--- config.mk ---
export PLATFORM = sky130hd
export DESIGN_NAME = sha_msg_packer
export DESIGN_NICKNAME = d
export VERILOG_FILES = /design/src/rtl/sha_pkg.sv /design/src/rtl/sha_word_slot.sv /design/src/rtl/sha_msg_packer.sv
export SDC_FILE = /design/constraint.sdc
export NUM_CORES = 1
export LEC_CHECK = 0
export CAP_MARGIN = 25
export CORE_MARGIN = 2
export CORE_UTILIZATION = 55
export CTS_CLUSTER_DIAMETER = 60
export DETAILED_ROUTE_END_ITERATION = 16
export PLACE_DENSITY = 0.82
export SYNTH_ARGS = -nofsm -noshare
export SYNTH_HDL_FRONTEND = slang
export SYNTH_SLANG_ARGS = --single-unit
--- constraint.sdc ---
create_clock -name clk -period 2.8 [get_ports clk]
set_input_delay 0.56 -clock clk [delete_from_list [all_inputs] [get_ports clk]]
set_output_delay 0.56 -clock clk [all_outputs]
set_load 0.02 [all_outputs]
--- src/rtl/sha_pkg.sv ---
// Shared constants, state encoding and word record for the SHA-256 feeder blocks.
package sha_pkg;

   localparam int WORD_W         = 64;
   localparam int BYTE_W         = 8;
   localparam int BYTES_PER_WORD = 8;
   localparam int INV_W          = 6;
   localparam int LANE_W         = 4;

   typedef enum logic {
      IDLE   = 1'b0,
      ACTIVE = 1'b1
   } msg_state_e;

   typedef struct packed {
      logic              last;
      logic [INV_W-1:0]  inv;
      logic [WORD_W-1:0] data;
   } word_t;

   // Invalid trailing bits for a word holding n valid bytes; n=8 wraps to 0.
   function automatic logic [INV_W-1:0] inv_bits(input logic [LANE_W-1:0] n);
      return INV_W'((BYTES_PER_WORD - int'(n)) * BYTE_W);
   endfunction

endpackage

--- src/rtl/sha_word_slot.sv ---
// One-entry valid/ready holding register; the payload stays stable until it is taken.
module sha_word_slot #(
   parameter int DATA_W = 64
) (
   input  logic              clk,
   input  logic              rst,
   input  logic              i_load,
   input  logic [DATA_W-1:0] i_data,
   input  logic              i_ready,
   output logic              o_valid,
   output logic [DATA_W-1:0] o_data,
   output logic              o_can_load
);

   logic              r_valid;
   logic [DATA_W-1:0] r_data;

   // Free now, or emptying at this edge so a new entry can replace it.
   assign o_can_load = !r_valid || i_ready;

   // NOTE: non-blocking assignments so every register samples pre-edge values.
   always_ff @(posedge clk) begin
      if (rst) begin
         r_valid <= 1'b0;
         r_data  <= '0;
      end else if (i_load) begin
         r_valid <= 1'b1;
         r_data  <= i_data;
      end else if (r_valid && i_ready) begin
         r_valid <= 1'b0;
      end
   end

   assign o_valid = r_valid;
   assign o_data  = r_data;

endmodule

--- src/rtl/sha_msg_packer.sv ---
// Packs a byte stream big-endian into 64-bit words for the SHA-256 core, with
// message framing (last word, invalid bits) and a per-message word counter.
module sha_msg_packer
   import sha_pkg::*;
#(
   parameter int CNT_W = 16
) (
   input  logic              clk,
   input  logic              rst,
   input  logic [BYTE_W-1:0] s_byte,
   input  logic              s_valid,
   input  logic              s_last,
   output logic              s_ready,
   output logic [WORD_W-1:0] data_in,
   output logic              data_valid,
   input  logic              ready_rcv,
   output logic              ready_send,
   output logic              last_block,
   output logic [INV_W-1:0]  last_block_invalid_bits,
   output logic [CNT_W-1:0]  msg_words
);

   msg_state_e        r_state;
   msg_state_e        w_state_nxt;
   logic [WORD_W-1:0] r_asm_data;
   logic [LANE_W-1:0] r_asm_n;
   logic              r_asm_last;
   logic              r_asm_pend;
   logic [CNT_W-1:0]  r_msg_words;

   logic              w_accept;
   logic [2:0]        w_lane;
   logic [LANE_W-1:0] w_n_inc;
   logic [WORD_W-1:0] w_merged;
   logic              w_fill_done;
   logic              w_move;
   word_t             w_new_word;
   word_t             w_slot_word;
   logic              w_slot_valid;
   logic              w_slot_can_load;
   logic              w_xfer;
   logic              w_last_xfer;
   logic              w_new_msg;

   // Only a completed word stuck behind a full OUT blocks intake.
   assign s_ready  = !r_asm_pend;
   assign w_accept = s_valid && s_ready;
   assign w_lane   = 3'd7 - r_asm_n[2:0];
   assign w_n_inc  = r_asm_n + LANE_W'(1);

   // ASM lanes below the write point are still zero, which gives the tail zero-fill.
   always_comb begin
      w_merged = r_asm_data;
      w_merged[{w_lane, 3'b000} +: BYTE_W] = s_byte;
   end

   assign w_fill_done = w_accept && (s_last || (r_asm_n == LANE_W'(BYTES_PER_WORD - 1)));
   assign w_move      = (w_fill_done || r_asm_pend) && w_slot_can_load;

   always_comb begin
      if (r_asm_pend) begin
         w_new_word = '{last: r_asm_last, inv: inv_bits(r_asm_n), data: r_asm_data};
      end else begin
         w_new_word = '{last: s_last, inv: inv_bits(w_n_inc), data: w_merged};
      end
   end

   always_ff @(posedge clk) begin
      if (rst) begin
         r_asm_data <= '0;
         r_asm_n    <= '0;
         r_asm_last <= 1'b0;
         r_asm_pend <= 1'b0;
      end else if (w_move) begin
         r_asm_data <= '0;
         r_asm_n    <= '0;
         r_asm_last <= 1'b0;
         r_asm_pend <= 1'b0;
      end else if (w_accept) begin
         r_asm_data <= w_merged;
         r_asm_n    <= w_n_inc;
         r_asm_last <= s_last;
         r_asm_pend <= w_fill_done;
      end
   end

   sha_word_slot #(
      .DATA_W ($bits(word_t))
   ) u_out (
      .clk        (clk),
      .rst        (rst),
      .i_load     (w_move),
      .i_data     (w_new_word),
      .i_ready    (ready_rcv),
      .o_valid    (w_slot_valid),
      .o_data     (w_slot_word),
      .o_can_load (w_slot_can_load)
   );

   assign w_xfer      = w_slot_valid && ready_rcv;
   assign w_last_xfer = w_xfer && w_slot_word.last;

   // NOTE: defaults first so no path leaves a signal unassigned (no latch).
   always_comb begin
      w_state_nxt = r_state;
      w_new_msg   = 1'b0;
      case (r_state)
         IDLE: begin
            if (w_accept) begin
               w_state_nxt = ACTIVE;
               w_new_msg   = 1'b1;
            end
         end
         ACTIVE: begin
            // Bytes already in ASM (or arriving now) belong to the next message.
            if (w_last_xfer) begin
               if (w_accept || (r_asm_n != '0)) begin
                  w_new_msg = 1'b1;
               end else begin
                  w_state_nxt = IDLE;
               end
            end
         end
         default: w_state_nxt = IDLE;
      endcase
   end

   always_ff @(posedge clk) begin
      if (rst) begin
         r_state     <= IDLE;
         r_msg_words <= '0;
      end else begin
         r_state <= w_state_nxt;
         if (w_new_msg) begin
            r_msg_words <= '0;
         end else if (w_xfer && !(&r_msg_words)) begin
            r_msg_words <= r_msg_words + CNT_W'(1);
         end
      end
   end

   assign data_valid              = w_slot_valid;
   assign data_in                 = w_slot_word.data;
   assign last_block              = w_slot_valid && w_slot_word.last;
   assign last_block_invalid_bits = w_slot_valid ? w_slot_word.inv : '0;
   assign ready_send              = (r_state == ACTIVE) && (w_slot_valid || r_asm_pend);
   assign msg_words               = r_msg_words;

endmodule

* Word level (Yosys, flattened, before mapping) *
Cells that the tools add are included.

cells by class
  mux-type cells = 11
  shifts and indexed selects = 2
  equal/unequal tests = 1
  bitwise gates (word level) = 1
  reduce and logical (&&, ||, !) cells = 21
  add/subtract/negate cells = 6

operators by type and width
  operator                  count
  $mux W71                  1
  $bwmux W64                1
  $shift A8 B8 Y64 const A  1
  $shiftx A8 B8 Y64         1
  $add A16 B1 Y16 const B   1
  $reduce_and A16 Y1        1
  $logic_and A1 B1 Y1       8
  $neg A6 Y8                1
  $mux W1                   6
  $mux W6                   1
  $sub A1 B3 Y3 const A     2
  $logic_or A1 B1 Y1        5
  $add A4 B1 Y4 const B     1
  $eq A4 B3 Y1 const B      1
  $pmux W1 S2               2
  $reduce_bool A4 Y1        1
  $reduce_or A2 Y1          2
  $logic_not A1 Y1          3
  $sub A3 B3 Y3 const A     1
  $reduce_bool A2 Y1        1
  $not A1 Y1                1

word-level totals
  output and inout bits = 90
  flip-flop bits (word level) = 159
  word-level logic and storage cells = 50
  input bits = 13

* Logic depth before layout (Yosys ltp) *
  depth after elaboration = 7
  depth in mapped cells = 8
  gate-level depth less buffers = 6

* Modules after synthesis *
From an unflattened synthesis, not the netlist that was laid out.

second synthesis, totals
  cells, all modules = 759
  area total of the unflattened synthesis = 7,244.4 um^2

modules (own cells, without submodules)
  module          area an instance (um^2)  times used  seq. area each (um^2)  cells each
  sha_msg_packer  4,662.0                  1           1,741.7                526
  sha_word_slot   2,582.5                  1           1,441.4                233

* Worst setup path after synthesis *
OpenSTA, ideal clock, no wires.

  kind = register to register
  start = register r_asm_n[0]
  end = register u_out.r_data[7], in the netlist u_out.o_data[7]
  buffers on the path = 2
  cell stages (with the launch flop) = 9
  setup slack = 0.672 ns
  arrival = 2.010 ns
  period minus slack after synthesis = 2.128 ns
  cells stage by stage = dfxtp_1 -> buf_6 -> inv_1 -> ha_1 -> or3b_4 -> or3_1 -> buf_6 -> mux2i_1 -> o2bb2ai_1

on the way
  cells in the longest elaborated chain, start to end = 5

ends and longest elaborated chain
  element                                                       line                  RTL
  start: declaration                                            sha_msg_packer.sv:26  logic [LANE_W-1:0] r_asm_n;
  start signal: assignment                                      sha_msg_packer.sv:81  r_asm_n <= w_n_inc;
  $sub A3 B3 Y3 *                                               sha_msg_packer.sv:48  assign w_lane = 3'd7 - r_asm_n[2:0];
  via w_lane[0]                                                 sha_msg_packer.sv:32  logic [2:0] w_lane;
  $neg A6 Y8 *                                                  sha_msg_packer.sv:54  w_merged[{w_lane, 3'b000} +: BYTE_W] = s_byte;
  $shiftx A8 B8 Y64 / $shift A8 B8 Y64 (equally long branches)  sha_msg_packer.sv:54
  $bwmux W64 *                                                  sha_msg_packer.sv:54
  $mux W71 *                                                    sha_msg_packer.sv:61  if (r_asm_pend) begin
  end signal: assignment                                        sha_word_slot.sv:28   r_data <= i_data;
  end: declaration                                              sha_word_slot.sv:16   logic [DATA_W-1:0] r_data;

Mark *: on every way through the listed nets, which the timed path passes. The rest lies on a longest branch.
A chain may end at the register's enable or synchronous reset.

* Worst setup path after layout *
  start = register r_asm_pend
  end = output ready_send

on the way
  cells in the longest elaborated chain, start to end = 2

ends and longest elaborated chain
  element                   line                   RTL
  start: declaration        sha_msg_packer.sv:28   logic r_asm_pend;
  start signal: assignment  sha_msg_packer.sv:83   r_asm_pend <= w_fill_done;
  $logic_or A1 B1 Y1        sha_msg_packer.sv:146  assign ready_send = (r_state == ACTIVE) && (w_slot_valid || r_asm_pend);
  $logic_and A1 B1 Y1       sha_msg_packer.sv:146
  end: declaration          sha_msg_packer.sv:17   output logic ready_send,

No other way between the ends.

==> flow_summary.ini <==
[run_status]
status = complete, no violations

[floorplanning]
die_y_um = 118.9
die_width_um = 118.9
core-area_mm2 = 0.01277
die-area_mm2 = 0.01413
fp-row-count = 41
start_util = 0.5682
io_pins = 103

[route]
routed_via_density = 5.537
drt-initial-drc-count = 307
dr.pass1.iters = 5
wl_um = 15460
num_vias = 5028
wl_per_cell_um = 17.02
drt_drc_violations_left = 0
ant_nets = 0

[power]
p_int_uw = 3580
power_switching_share = 0.2640
p_leak_uw = 0.003491
ir_worst_vdd_uv = 439.6
sequentialPowerShare = 0.470
power.density_mw_per_mm2 = 584.3
p_comb_frac = 0.096
power.clock.fraction = 0.434
switchingPower_uw = 1284

[place]
dp_hpwl_um = 10560
port_buffers = 99
routabilityCongestion = 0.8343

[worst_setup_path]
critPathCapture = ready_send
cp_max_fo = 12
endpoint_kind = primary output
timing.rr.start = r_asm_n[1]
cp.arrival_ps = 1950
critPathLaunch = r_asm_pend
required_ps = 2240
cp-start-kind = flip-flop
rr_endpoint = u_out.o_data[0]
critPathKind = reg -> out
rrSetupSlack_ps = 420
reg2reg_depth = 6

[synthesis]
synth_top_area_frac = 0.4303
synth_common_cells = dfxtp_1, mux2i_1, nor2_1, buf_4, o2bb2ai_1
yosysUniqueCellTypes = 56
ys_seq_area_frac = 0.4303
synth.area.top_cells = dfxtp_1, mux2i_1, o2bb2ai_1
ys_ff_latch = 156
synth_area_mm2 = 0.007258
async_reset_ff_frac = 0
post_synth_inst_count = 702
yosys.area.top_type = dfxtp_1
synth_edf_count = 0
synth.most_common_cell = dfxtp_1
synth.avg_cell_area_um2 = 10.34
yosysWarnings = 0
synthFlopType = dfxtp_1

[global_routing]
use_met1 = 0.2803
grt_most_used_layer = met2
grt_use_met2 = 0.3678
grt_pass1_vias = 4953
grt_pass1_wl_um = 24880
overflow = 0
grt_usage = 0.2231
grt_max_degree = 41
met3_usage = 0.05460
antenna_found_initial = 0

[cells_and_area]
drive_gt1_frac = 0.1046
seqCellArea_mm2 = 0.003123
multi_input_area_mm2 = 0.003301
synthToLayoutAreaGrowth_pct = 14.67
layout.nets = 742
num-fill-cells = 966
n_antenna_cell = 0

[sta]
finalCritPeriodShare = 0.8963
period_minus_slack_ps = 2510
rsz0062_at_grt = false
relSlewSlack = 0.5315
tns_ps = 0
tightest_slew_ps = 701.4
skew_ps = 5.197
drv_slew = 0
hold_slack_ps = 461.8
setup_viol_count_final = 0
fmax_mhz = 398.5
final_hold_viol_count = 0

[clocking]
cts_root_buf = clkbuf_16
htreeDepth = 4
cts_hold_buf = 0
cts.repair.resized = 0
clk_pin_slew_ps = 60
cts_setup_buffers = 0
clock_latency_ps = 440
numCtsBuffers = 17
cts_tree = built
max-clock-path-buffers = 2
cts.sinks = 156

[min_path]
hold_class = reg -> reg
holdPathStages = 1

[job]
cap_violations = 0
flip-flops by register name, summed over array words and instances (netlist names):
name and cells:
r_asm_n 4, r_asm_pend 1, r_asm_last 1, u_out.o_valid 1, msg_words 16, u_out.o_data 68
r_asm_data 64, r_state 1
power by group through the flow:
stage                     Combinational, uW  Sequential, uW  Clock [uW]
final                                   466            2290        2110
after global routing                    500            2290        2230
after CTS                               463            2290        2140
after detailed placement                459            2340           0
after global placement                  447            2330           0
after floorplan                         370            2330           0
per-stage QoR:
| stage | util | std cells | setup slack [ps] | total power (uW) | instance area, um2 |
|---|---|---|---|---|---|
| after CTS | 0.6516 | 908 | 286.7 | 4889 | 8323 |
| after floorplan | - | 704 | 671.6 | 2698 | 7266 |
| after global placement | 0.6091 | 876 | 479.2 | 2782 | 7780 |
| after detailed placement | 0.6091 | 876 | 404.3 | 2796 | 7780 |
| after global routing | 0.6516 | 908 | 223.8 | 5018 | 8323 |
| final | 0.6516 | 908 | 290.3 | 4863 | 8323 |
cells by family (layout without fill, tap and decap cells):
| kind of cell | after synthesis | after routing | synth area share |
|---|---|---|---|
| compound gates | 109 | 109 | 0.1193 |
| flops | 156 | 156 | 0.4303 |
| other cells | 1 | 3 | 0.0005167 |
| fa+ha+maj | 6 | 6 | 0.01034 |
| simple gates | 172 | 172 | 0.1370 |
| mux | 131 | 131 | 0.1807 |
| xor+xnor | 4 | 4 | 0.004828 |
| buf+inv | 123 | 155 | 0.1170 |
area by class of cell:
type / instances / area share
inverter: 8 / 0.003608
multi-input combinational: 425 / 0.3966
clock inverter: 15 / 0.01413
sequential: 156 / 0.3752
clock buffer: 17 / 0.05111
timing repair buffer: 115 / 0.1335
tap: 172 / 0.02586
layer usage:
metal | share of wire | wire (um)
met3 | 0.050 | 778
met2 | 0.47 | 7335
met5 | 0 | 0
met4 | 0.020 | 304
met1 | 0.46 | 7036
worst min-delay path by stage:
stage	start	end
after CTS	u_out.o_data[67]	u_out.o_data[67]
after detailed placement	u_out.o_data[67]	u_out.o_data[67]
after floorplan	u_out.o_data[67]	u_out.o_data[67]
after global placement	u_out.o_data[69]	u_out.o_data[69]
after global routing	u_out.o_data[5]	u_out.o_data[5]
final	u_out.o_data[6]	u_out.o_data[6]
cell usage in the layout, fill, tap and decap left out, types with 2 or more instances in the layout:
cell             instances
clkdlybuf4s50_1         99
a21oi_2                  2
inv_1                    8
nand4_2                  3
ha_1                     6
nor2b_1                  7
or3_1                    7
mux2i_1                131
nand4_4                  2
xnor2_1                  3
or2_2                    2
inv_6                    4
nand3_2                  6
or4_1                    6
nand3_1                  8
o21ai_0                  7
conb_1                   3
nand2_1                 15
nand4_1                  4
and2b_1                  4
nor2_1                  75
clkinv_4                 5
o31ai_1                  7
nor3_1                   2
clkbuf_16               17
o2bb2ai_1               68
clkinv_2                 4
nor3_4                   2
a211oi_1                 2
o21a_1                   2
and2_1                   8
buf_4                   16
a21oi_1                 16
nor4_1                   4
dfxtp_1                156
critical path, stage by stage (launching register included):
cell,delay [ps]
dfxtp_1,700
o21a_1,210
clkdlybuf4s50_1,600
No activity file was read; power rests on OpenSTA's default activity.
